<file path="config.mk">
export PLATFORM = sky130hd
export DESIGN_NAME = freq_gen
export DESIGN_NICKNAME = d
export VERILOG_FILES = /design/src/rtl/freq_pkg.sv /design/src/rtl/freq_chan.sv /design/src/rtl/freq_gen.sv
export SDC_FILE = /design/constraint.sdc
export NUM_CORES = 1
export LEC_CHECK = 0
export ABC_CLOCK_PERIOD_IN_PS = 12200
export CAP_MARGIN = 20
export CORE_ASPECT_RATIO = 0.8
export CORE_UTILIZATION = 30
export CTS_CLUSTER_SIZE = 8
export DETAILED_ROUTE_END_ITERATION = 8
export PLACE_DENSITY = 0.44
export SETUP_SLACK_MARGIN = 0.2
export SLEW_MARGIN = 30
export SYNTH_ARGS = -nofsm -noshare
export SYNTH_HDL_FRONTEND = slang
export SYNTH_SLANG_ARGS = --single-unit
</file>
<file path="constraint.sdc">
create_clock -name i_clk -period 12.2 [get_ports i_clk]
set_input_delay 1.83 -clock i_clk [delete_from_list [all_inputs] [get_ports i_clk]]
set_output_delay 1.83 -clock i_clk [all_outputs]
set_load 0.01 [all_outputs]
</file>
<file path="src/rtl/freq_pkg.sv">
// -----------------------------------------------------------------------------
// freq_pkg
// Shared definitions for the multi-channel divided-clock generator:
//   - chan_state_t : per-channel enable/stop FSM state
//   - DEF_*        : default channel count, counter width and reset half-period
//   - wr_ch_width  : width of the write channel-index port (at least 1 bit)
// -----------------------------------------------------------------------------
package freq_pkg;

    typedef enum logic [1:0] {
        ST_IDLE  = 2'd0,
        ST_RUN   = 2'd1,
        ST_DRAIN = 2'd2
    } chan_state_t;

    localparam int DEF_NCH  = 32'sd3;
    localparam int DEF_CW   = 32'sd24;
    localparam int DEF_HALF = 32'sd10;

    // A single-channel build still needs a 1-bit index port.
    function automatic int wr_ch_width(input int nch);
        if (nch <= 32'sd1) begin
            return 32'sd1;
        end else begin
            return $clog2(nch);
        end
    endfunction

endpackage

</file>
<file path="src/rtl/freq_chan.sv">
// -----------------------------------------------------------------------------
// freq_chan
// One divided-clock channel: half-period counter, shadowed divisor and the
// IDLE/RUN/DRAIN enable FSM. The output toggles when the counter reaches the
// active half-period, giving a period of 2*(half+1) clock cycles.
//
// Ports:
//   i_clk      system clock, rising edge
//   i_rst      asynchronous active-high reset
//   i_en       run enable for this channel
//   i_sync     phase-resync pulse (affects RUN/DRAIN only)
//   i_wr       divisor write strobe, already decoded for this channel
//   i_wr_half  new half-period value
//   o_oclk     divided clock (registered)
//   o_tick     one-cycle pulse on every o_oclk toggle (registered)
//   o_run      channel is counting (RUN or DRAIN, registered)
// -----------------------------------------------------------------------------
module freq_chan
    import freq_pkg::*;
#(
    parameter int            CW          = DEF_CW,
    parameter logic [CW-1:0] RST_HALF_CH = CW'(DEF_HALF)
) (
    input  logic          i_clk,
    input  logic          i_rst,
    input  logic          i_en,
    input  logic          i_sync,
    input  logic          i_wr,
    input  logic [CW-1:0] i_wr_half,
    output logic          o_oclk,
    output logic          o_tick,
    output logic          o_run
);

    localparam logic [CW-1:0] CNT_ZERO = CW'(32'd0);
    localparam logic [CW-1:0] CNT_ONE  = CW'(32'd1);

    chan_state_t   r_state;
    logic [CW-1:0] r_cnt;
    logic [CW-1:0] r_half;
    logic [CW-1:0] r_shd;
    logic          r_pnd;
    logic          r_oclk;
    logic          r_tick;
    logic          r_run;

    logic          w_tc;

    // Terminal count: equality only, the counter is never allowed past r_half.
    assign w_tc = (r_cnt == r_half);

    // Channel FSM, counter, shadow divisor and registered outputs.
    always_ff @(posedge i_clk or posedge i_rst) begin
        if (i_rst) begin
            r_state <= ST_IDLE;
            r_cnt   <= CNT_ZERO;
            r_half  <= RST_HALF_CH;
            r_shd   <= RST_HALF_CH;
            r_pnd   <= 1'b0;
            r_oclk  <= 1'b0;
            r_tick  <= 1'b0;
            r_run   <= 1'b0;
        end else begin
            r_tick <= 1'b0;
            case (r_state)
                ST_IDLE: begin
                    r_cnt  <= CNT_ZERO;
                    r_oclk <= 1'b0;
                    // A stopped channel takes a new divisor at once; a value
                    // left pending by the final drain toggle is flushed here.
                    if (i_wr) begin
                        r_half <= i_wr_half;
                        r_shd  <= i_wr_half;
                        r_pnd  <= 1'b0;
                    end else if (r_pnd) begin
                        r_half <= r_shd;
                        r_pnd  <= 1'b0;
                    end else begin
                        r_pnd  <= 1'b0;
                    end
                    if (i_en) begin
                        r_state <= ST_RUN;
                        r_run   <= 1'b1;
                    end else begin
                        r_state <= ST_IDLE;
                        r_run   <= 1'b0;
                    end
                end

                ST_RUN, ST_DRAIN: begin
                    if (i_sync) begin
                        // Resync: restart low, no tick, commit any divisor
                        // (including one written in this same cycle).
                        r_cnt  <= CNT_ZERO;
                        r_oclk <= 1'b0;
                        r_pnd  <= 1'b0;
                        if (i_wr) begin
                            r_half <= i_wr_half;
                            r_shd  <= i_wr_half;
                        end else if (r_pnd) begin
                            r_half <= r_shd;
                        end else begin
                            r_half <= r_half;
                        end
                        if (r_state == ST_DRAIN) begin
                            r_state <= ST_IDLE;
                            r_run   <= 1'b0;
                        end else begin
                            r_state <= ST_RUN;
                            r_run   <= 1'b1;
                        end
                    end else if (!i_en && !r_oclk) begin
                        // Output already low: stop immediately.
                        r_state <= ST_IDLE;
                        r_run   <= 1'b0;
                        r_cnt   <= CNT_ZERO;
                        if (i_wr) begin
                            r_shd <= i_wr_half;
                            r_pnd <= 1'b1;
                        end else begin
                            r_pnd <= r_pnd;
                        end
                    end else begin
                        if (w_tc) begin
                            r_cnt  <= CNT_ZERO;
                            r_oclk <= ~r_oclk;
                            r_tick <= 1'b1;
                            if (r_pnd) begin
                                r_half <= r_shd;
                            end else begin
                                r_half <= r_half;
                            end
                            // Without EN the output was high here, so this
                            // toggle is the falling edge that ends the drain.
                            if (i_en) begin
                                r_state <= ST_RUN;
                                r_run   <= 1'b1;
                            end else begin
                                r_state <= ST_IDLE;
                                r_run   <= 1'b0;
                            end
                        end else begin
                            r_cnt <= r_cnt + CNT_ONE;
                            if (i_en) begin
                                r_state <= ST_RUN;
                            end else begin
                                r_state <= ST_DRAIN;
                            end
                            r_run <= 1'b1;
                        end
                        // A write racing a terminal count waits for the next one.
                        if (i_wr) begin
                            r_shd <= i_wr_half;
                            r_pnd <= 1'b1;
                        end else if (w_tc) begin
                            r_pnd <= 1'b0;
                        end else begin
                            r_pnd <= r_pnd;
                        end
                    end
                end

                default: begin
                    r_state <= ST_IDLE;
                    r_cnt   <= CNT_ZERO;
                    r_oclk  <= 1'b0;
                    r_run   <= 1'b0;
                    r_pnd   <= 1'b0;
                end
            endcase
        end
    end

    assign o_oclk = r_oclk;
    assign o_tick = r_tick;
    assign o_run  = r_run;

endmodule

</file>
<file path="src/rtl/freq_gen.sv">
// -----------------------------------------------------------------------------
// freq_gen
// Multi-channel divided-clock / tick generator. Decodes the divisor write to
// one channel, fans the resync pulse out to all channels and instantiates NCH
// independent freq_chan channels.
//
// Ports:
//   i_clk      system clock, rising edge
//   i_rst      asynchronous active-high reset
//   i_en       per-channel run enable [NCH]
//   i_sync     one-cycle resync pulse for all running channels
//   i_wr       divisor write strobe
//   i_wr_ch    write channel index; indices >= NCH are ignored
//   i_wr_half  new half-period value [CW]
//   o_oclk     divided clock per channel [NCH]
//   o_tick     one-cycle pulse on every o_oclk toggle [NCH]
//   o_run      channel is actively counting [NCH]
// -----------------------------------------------------------------------------
module freq_gen
    import freq_pkg::*;
#(
    parameter int                  NCH      = DEF_NCH,
    parameter int                  CW       = DEF_CW,
    parameter logic [NCH*CW-1:0]   RST_HALF = {NCH{CW'(DEF_HALF)}},
    localparam int                 WCHW     = wr_ch_width(NCH)
) (
    input  logic            i_clk,
    input  logic            i_rst,
    input  logic [NCH-1:0]  i_en,
    input  logic            i_sync,
    input  logic            i_wr,
    input  logic [WCHW-1:0] i_wr_ch,
    input  logic [CW-1:0]   i_wr_half,
    output logic [NCH-1:0]  o_oclk,
    output logic [NCH-1:0]  o_tick,
    output logic [NCH-1:0]  o_run
);

    logic [NCH-1:0] w_wr_sel;

    for (genvar gi = 0; gi < NCH; gi++) begin : g_chan
        // Only indices that name a real channel can match, so an
        // out-of-range write selects nothing.
        assign w_wr_sel[gi] = i_wr & (i_wr_ch == WCHW'(gi));

        freq_chan #(
            .CW          (CW),
            .RST_HALF_CH (RST_HALF[gi*CW +: CW])
        ) u_chan (
            .i_clk     (i_clk),
            .i_rst     (i_rst),
            .i_en      (i_en[gi]),
            .i_sync    (i_sync),
            .i_wr      (w_wr_sel[gi]),
            .i_wr_half (i_wr_half),
            .o_oclk    (o_oclk[gi]),
            .o_tick    (o_tick[gi]),
            .o_run     (o_run[gi])
        );
    end

endmodule

</file>
==> results.toml, run 1 <==
[yosys]
syn_nets = 1138
yosysTopAreaCell = "dfrtp_1"
synth_area_leaders = "dfrtp_1 (46%), xor2_1 (7.8%), mux2_2 (6.8%)"
syn_avg_cell_area_um2 = 10.9
synth-edff-count = 0
seq_area_frac_synth_pct = 49.1
syn_area_um2 = 12000
synth_top_area_share_pct = 46.4
synthDistinctLibCells = 48
ys_async_sr_fraction_pct = 100
ys.flop_type = "dfrtp_1"
synthCells = 1093
synth-seq-cells = 234
yosys_warnings = 0

[timing]
tightest_slew_ns = 0.848
post-route-min-period_ns = 3.74
setup_ws_ns = 8.46
rsz0062_at_grt = "false"
setup_tns_ns = 0
setup_viol = 0
max_freq_ghz = 0.267
final_max_slew_viol_count = 0
relSlewSlack_pct = 43.4
period_share_pct = 30.7
skew_ns = 0.0109
hold_viol = 0

[clocking]
cts_tree = "built"
clk_pin_slew_ns = 0.05
cts_resized = 0
numCtsBuffers = 35
clock_latency_ns = 0.51
cts_buffer_depth = 3
post-cts-setup-buffer-count = 0
postCtsHoldBufs = 0
cts-root-buf = "clkbuf_16"
clock-sinks = 234
cts.htree.levels = 2

[worst_setup_path]
critPathMaxFanout = 24
cp_num_buf_inv = 1
worstPathArrival_ns = 4.17
cp_slowest_cell = "clkdlybuf4s50_1"
startpoint_type = "primary input"
cp_top_family = "simple AND/OR/NAND/NOR gates"
crit_type = "primary input to flop"
cp_cell_sequence = "clkdlybuf4s50_1 > nand2b_1 > a21oi_1 > nor3_1 > nand3_2 > a22oi_1"
required_ns = 12.62
max_stage_delay_ns = 0.77
end_kind = "flop"

[finish]
syn_to_final_growth_pct = 15.5
fill_cells = 3982
multi_input_area_um2 = 5660
regArea_um2 = 5870
drive_gt1_share_pct = 18.6
antenna-diode-count = 0
fin_nets = 1161

[placed_design]
gp_congestion = 0.762
place_worst_setup_slack_ns = 7.55
portBuffers = 41
dp_hpwl_mm = 20.3

[floorplanning]
core_area_um2 = 39400
ios = 42
die_y_um = 181
start_util_pct = 30.4
rows = 65
die_w_um = 225
design.die.area_um2 = 40700

[drt]
drt_iter0_drc = 602
viasPerCell = 4.87
firstDrtPassIters = 5
via_count = 8107
detail-route-antenna-nets = 0
route.detailed.drc = 0
wl_mm = 30.9
routedWlPerCell_um = 18.6

[global_route]
grt_max_degree = 101
antenna_found_initial = 0
grt_usage_pct = 15.7
grt_overflow = 0
grt_pass1_wl_mm = 49.1
grt_pass1_vias = 8077

[outcome]
status = "finished clean"

[power_and_ir_drop]
ir_drop_mv = 0.0954
p_leak_uw = 0.00536
p_per_area_nw_per_um2 = 165

[run]
maxCapViolations = 0

[min_path]
holdCritPathClass = "flop to flop"
[per-layer routing]
layer	GRT usage, %	wire [µm]	up-vias
met2	22.6	13300	105
met1	23.8	16000	4078
met4	4.52	622	0
met5	0	0	-
li1	-	-	3876
met3	2.66	968	48
[placed cells by master, fill, tap and decap left out, drive strengths merged, types with 10 or more instances in the layout]
master and count:
a22oi 51, a2bb2oi 24, and4 10, buf 18, clkbuf 51, clkdlybuf4s50 41
dfrtp 222, dfstp 12, ha 12, inv 16, mux2 72, nand2 27
nand3 27, nand3b 73, nand4 20, nor2 149, nor3 13, nor4 28
o21ai 81, xnor2 29, xor2 108
[where the power goes]
part	switching (µW)	total, µW	internal (µW)
Combinational	165	364	200
Clock	347	904	557
Sequential	97.1	1010	916
[per-stage QoR]
stage	utilization (%)	cells	total power [µW]	area (µm²)	hold WS, ns
floorplan	-	1093	1290	12000	0.471
global placement	32.5	1615	1390	12800	0.480
detailed placement	32.6	1615	1400	12800	0.486
CTS	35.1	1666	2320	13800	0.497
global route	35.1	1666	2410	13800	0.504
finish	35.1	1666	2280	13800	0.493
[cells in the mapped netlist, types with 3 or more instances]
library cell,number
a21oi_1,9
a22oi_1,31
a22oi_2,20
a2bb2oi_1,4
a2bb2oi_2,20
and2_1,4
and3_1,9
and4_1,10
buf_1,4
buf_2,21
buf_4,13
buf_6,5
clkbuf_1,30
dfrtp_1,222
dfstp_2,12
ha_1,12
inv_1,16
mux2_2,72
nand2_1,27
nand2b_1,5
nand3_1,27
nand3b_1,73
nand4_1,17
nand4_2,3
nor2_1,149
nor3_1,13
nor4_1,18
nor4_2,8
o21ai_0,78
o21ai_1,3
xnor2_1,29
xor2_1,107
[area by class of cell]
cell class / instances / area share [%]
multi-input combinational: 770 / 41.0
timing repair buffer: 59 / 3.97
clock buffer: 51 / 7.22
inverter: 16 / 0.489
sequential: 234 / 42.5
tap: 536 / 4.85
[cells by family after synthesis]
family	share of synthesized area (%)
buf+inv	3.73
simple gates	17.4
fa+ha+maj	1.25
flops	49.1
xor+xnor	10.1
compound gates	11.7
mux	6.78
[sequential cells by signal (all words and copies together) (netlist names)]
name	cells
g_chan.u_chan.o_oclk	3
g_chan.u_chan.r_cnt	72
g_chan.u_chan.o_tick	3
g_chan.u_chan.r_pnd	3
g_chan.u_chan.r_state	6
g_chan.u_chan.r_shd	72
g_chan.u_chan.r_half	72
g_chan.u_chan.o_run	3
[path summary, 6_finish.rpt]
kind | startpoint | slack [ns] | to | depth (start not counted)
worst max-delay path | i_sync | 8.46 | g_chan[0].u_chan.r_half[3]$_DFFE_PP1P_ | 6
max in group asynchronous | i_rst | 8.99 | g_chan[0].u_chan.r_cnt[14]$_DFF_PP0_ | 3
worst min-delay path | g_chan[0].u_chan.r_shd[8]$_DFFE_PP0P_ | 0.49 | g_chan[0].u_chan.r_shd[8]$_DFFE_PP0P_ | 1
worst min register to register | g_chan[0].u_chan.r_shd[8]$_DFFE_PP0P_ | 0.49 | g_chan[0].u_chan.r_shd[8]$_DFFE_PP0P_ | 1
min in group asynchronous | i_rst | 1.85 | g_chan[2].u_chan.o_run$_DFF_PP0_ | 2
worst max register to register | g_chan[1].u_chan.r_cnt[2]$_DFF_PP0_ | 9.69 | g_chan[1].u_chan.r_half[20]$_DFFE_PP0P_ | 6
Note: power is estimated with default switching activity, not from simulation.
==> run 2: changes to the inputs <==
- ABC_CLOCK_PERIOD_IN_PS: 12200 -> 3600
- clock period: 12.2 -> 3.6 ns (I/O delays scaled with it)
==> results.toml, run 2 (synthesized netlist as in run 1, its figures left out) <==
[outcome]
status = "finished clean"

[finish]
fin_nets = 1171
layout_commonest_cell = "dfrtp_1"
syn_to_final_growth_pct = 16.5
drive_gt1_share_pct = 18.7
top_regs = "g_chan.u_chan.r_cnt: 72 flops, g_chan.u_chan.r_half: 72 flops, g_chan.u_chan.r_shd: 72 flops"
final_cell_mix = "dfrtp_1 (222), nor2_1 (148), xor2_1 (107), o21ai_0 (78), nand3b_1 (73)"
fill_cells = 3945
antenna-diode-count = 0

[clocking]
cts_resized = 0
clock_latency_ns = 0.52
cts.htree.levels = 2
postCtsHoldBufs = 0
post-cts-setup-buffer-count = 0
cts-root-buf = "clkbuf_16"
numCtsBuffers = 35
clk_pin_slew_ns = 0.06
clock-sinks = 234
cts_buffer_depth = 3
cts_tree = "built"

[floorplanning]
die_w_um = 225
design.die.area_um2 = 40700
core_area_um2 = 39400
die_y_um = 181
rows = 65
start_util_pct = 30.4
ios = 42

[run]
maxCapViolations = 0

[worst_setup_path]
max_stage_delay_ns = 0.59
required_ns = 3.97
crit_end = "g_chan[0].u_chan.r_half[4]$_DFFE_PP0P_"
crit_start = "g_chan[0].u_chan.r_cnt[7]$_DFF_PP0_"
cp_slowest_cell = "nor4_1"
cp_cell_sequence = "xor2_1 > nor4_1 > nand4_1 > o41ai_4 > buf_4 > a22oi_1"
end_kind = "flop"
r2r_start = "g_chan[0].u_chan.r_cnt[7]$_DFF_PP0_"
r2r_slack_ns = 1.08
r2r_end = "g_chan[0].u_chan.r_half[4]$_DFFE_PP0P_"
startpoint_type = "flop"
critPathMaxFanout = 24
worstRegToRegCells = 6
worstPathArrival_ns = 2.88
crit_type = "flop to flop"

[drt]
wl_mm = 31.2
routedWlPerCell_um = 18.5
drt_iter0_drc = 560
firstDrtPassIters = 5
viasPerCell = 4.86
detail-route-antenna-nets = 0
via_count = 8198
route.detailed.drc = 0

[timing]
max_freq_ghz = 0.397
hold_ws_ns = 0.387
rsz0062_at_grt = "false"
post-route-min-period_ns = 2.52
period_share_pct = 69.9
tightest_slew_ns = 0.726
relSlewSlack_pct = 51.2
skew_ns = 0.0190
final_max_slew_viol_count = 0
setup_ws_ns = 1.08
setup_tns_ns = 0
setup_viol = 0
hold_viol = 0

[placed_design]
place_worst_setup_slack_ns = 0.816
dp_hpwl_mm = 21.4
portBuffers = 41
gp_congestion = 0.765

[global_route]
grt_max_degree = 54
grt_usage_pct = 15.7
grt_pass1_vias = 8197
antenna_found_initial = 0
grt_overflow = 0
grt_pass1_wl_mm = 49.3

[min_path]
holdCritPathClass = "primary input to asynchronous set/reset pin"

[power_and_ir_drop]
total_power_uw = 7740
ir_drop_mv = 0.289
p_leak_uw = 0.00543
p_per_area_nw_per_um2 = 555
## run 2: cell count changes in the layout (fill, tap and decap cells not counted), moves of 3 or more
| cell | change |
|---|---|
| buf_4 | +7 |
| buf_12 | +4 |
| clkbuf_1 | +11 |
| dfrtp_1 | +3 |
| dfrtp_2 | -3 |
## run 2: per-layer routing
metal | part of all wire [%] | wire (µm) | GRT usage, %
met5 | 0 | 0 | 0
met4 | 1.7 | 522 | 3.76
met3 | 3.3 | 1020 | 2.54
met2 | 44 | 13600 | 23.1
met1 | 51 | 16000 | 23.7
## run 2: critical path, delay by kind of cell, from the launching register on
kind | cells | cell delay, ns
buffers and inverters | 1 | 0.33
DFF | 1 | 0.47
and+or+nand+nor | 2 | 0.97
xor gates and xnor gates | 1 | 0.18
AOI/OAI and AO/OA | 2 | 0.42
## run 2: final cells by class
type | instances | area, µm² | area share, %
flip-flops and latches | 234 | 5870 | 42.1
multi-input cells | 770 | 5650 | 40.5
clock buffers | 59 | 976 | 7.00
repair buffers | 69 | 671 | 4.81
well taps | 536 | 671 | 4.81
inverters | 16 | 63.8 | 0.458
clock inverters | 3 | 37.5 | 0.269
## run 2: metrics by stage
stage	util [%]	std cells	instance area, µm²
2_1_floorplan	-	1093	12000
3_3_place_gp	32.8	1625	12900
3_5_place_dp	32.8	1625	12900
4_1_cts	35.4	1687	13900
5_1_grt	35.4	1687	13900
6_report	35.4	1687	13900
## run 2: worst min-delay path by stage
| stage | start | endpoint | slack [ns] | depth (start not counted) |
|---|---|---|---|---|
| after floorplan | g_chan[2].u_chan.r_cnt[0]$_DFF_PP0_ | g_chan[2].u_chan.r_cnt[0]$_DFF_PP0_ | 0.47 | 1 |
| after global placement | g_chan[0].u_chan.r_shd[0]$_DFFE_PP0P_ | g_chan[0].u_chan.r_shd[0]$_DFFE_PP0P_ | 0.48 | 1 |
| after detailed placement | g_chan[1].u_chan.r_shd[18]$_DFFE_PP0P_ | g_chan[1].u_chan.r_shd[18]$_DFFE_PP0P_ | 0.49 | 1 |
| after CTS | i_rst | g_chan[2].u_chan.o_tick$_DFF_PP0_ | 0.40 | 2 |
| after global routing | i_rst | g_chan[2].u_chan.o_tick$_DFF_PP0_ | 0.42 | 2 |
| final | i_rst | g_chan[2].u_chan.o_tick$_DFF_PP0_ | 0.39 | 2 |
## run 2: power breakdown
part | switching, µW | total [µW] | internal (µW)
logic | 568 | 1250 | 687
clock network | 1210 | 3050 | 1840
registers | 332 | 3430 | 3100
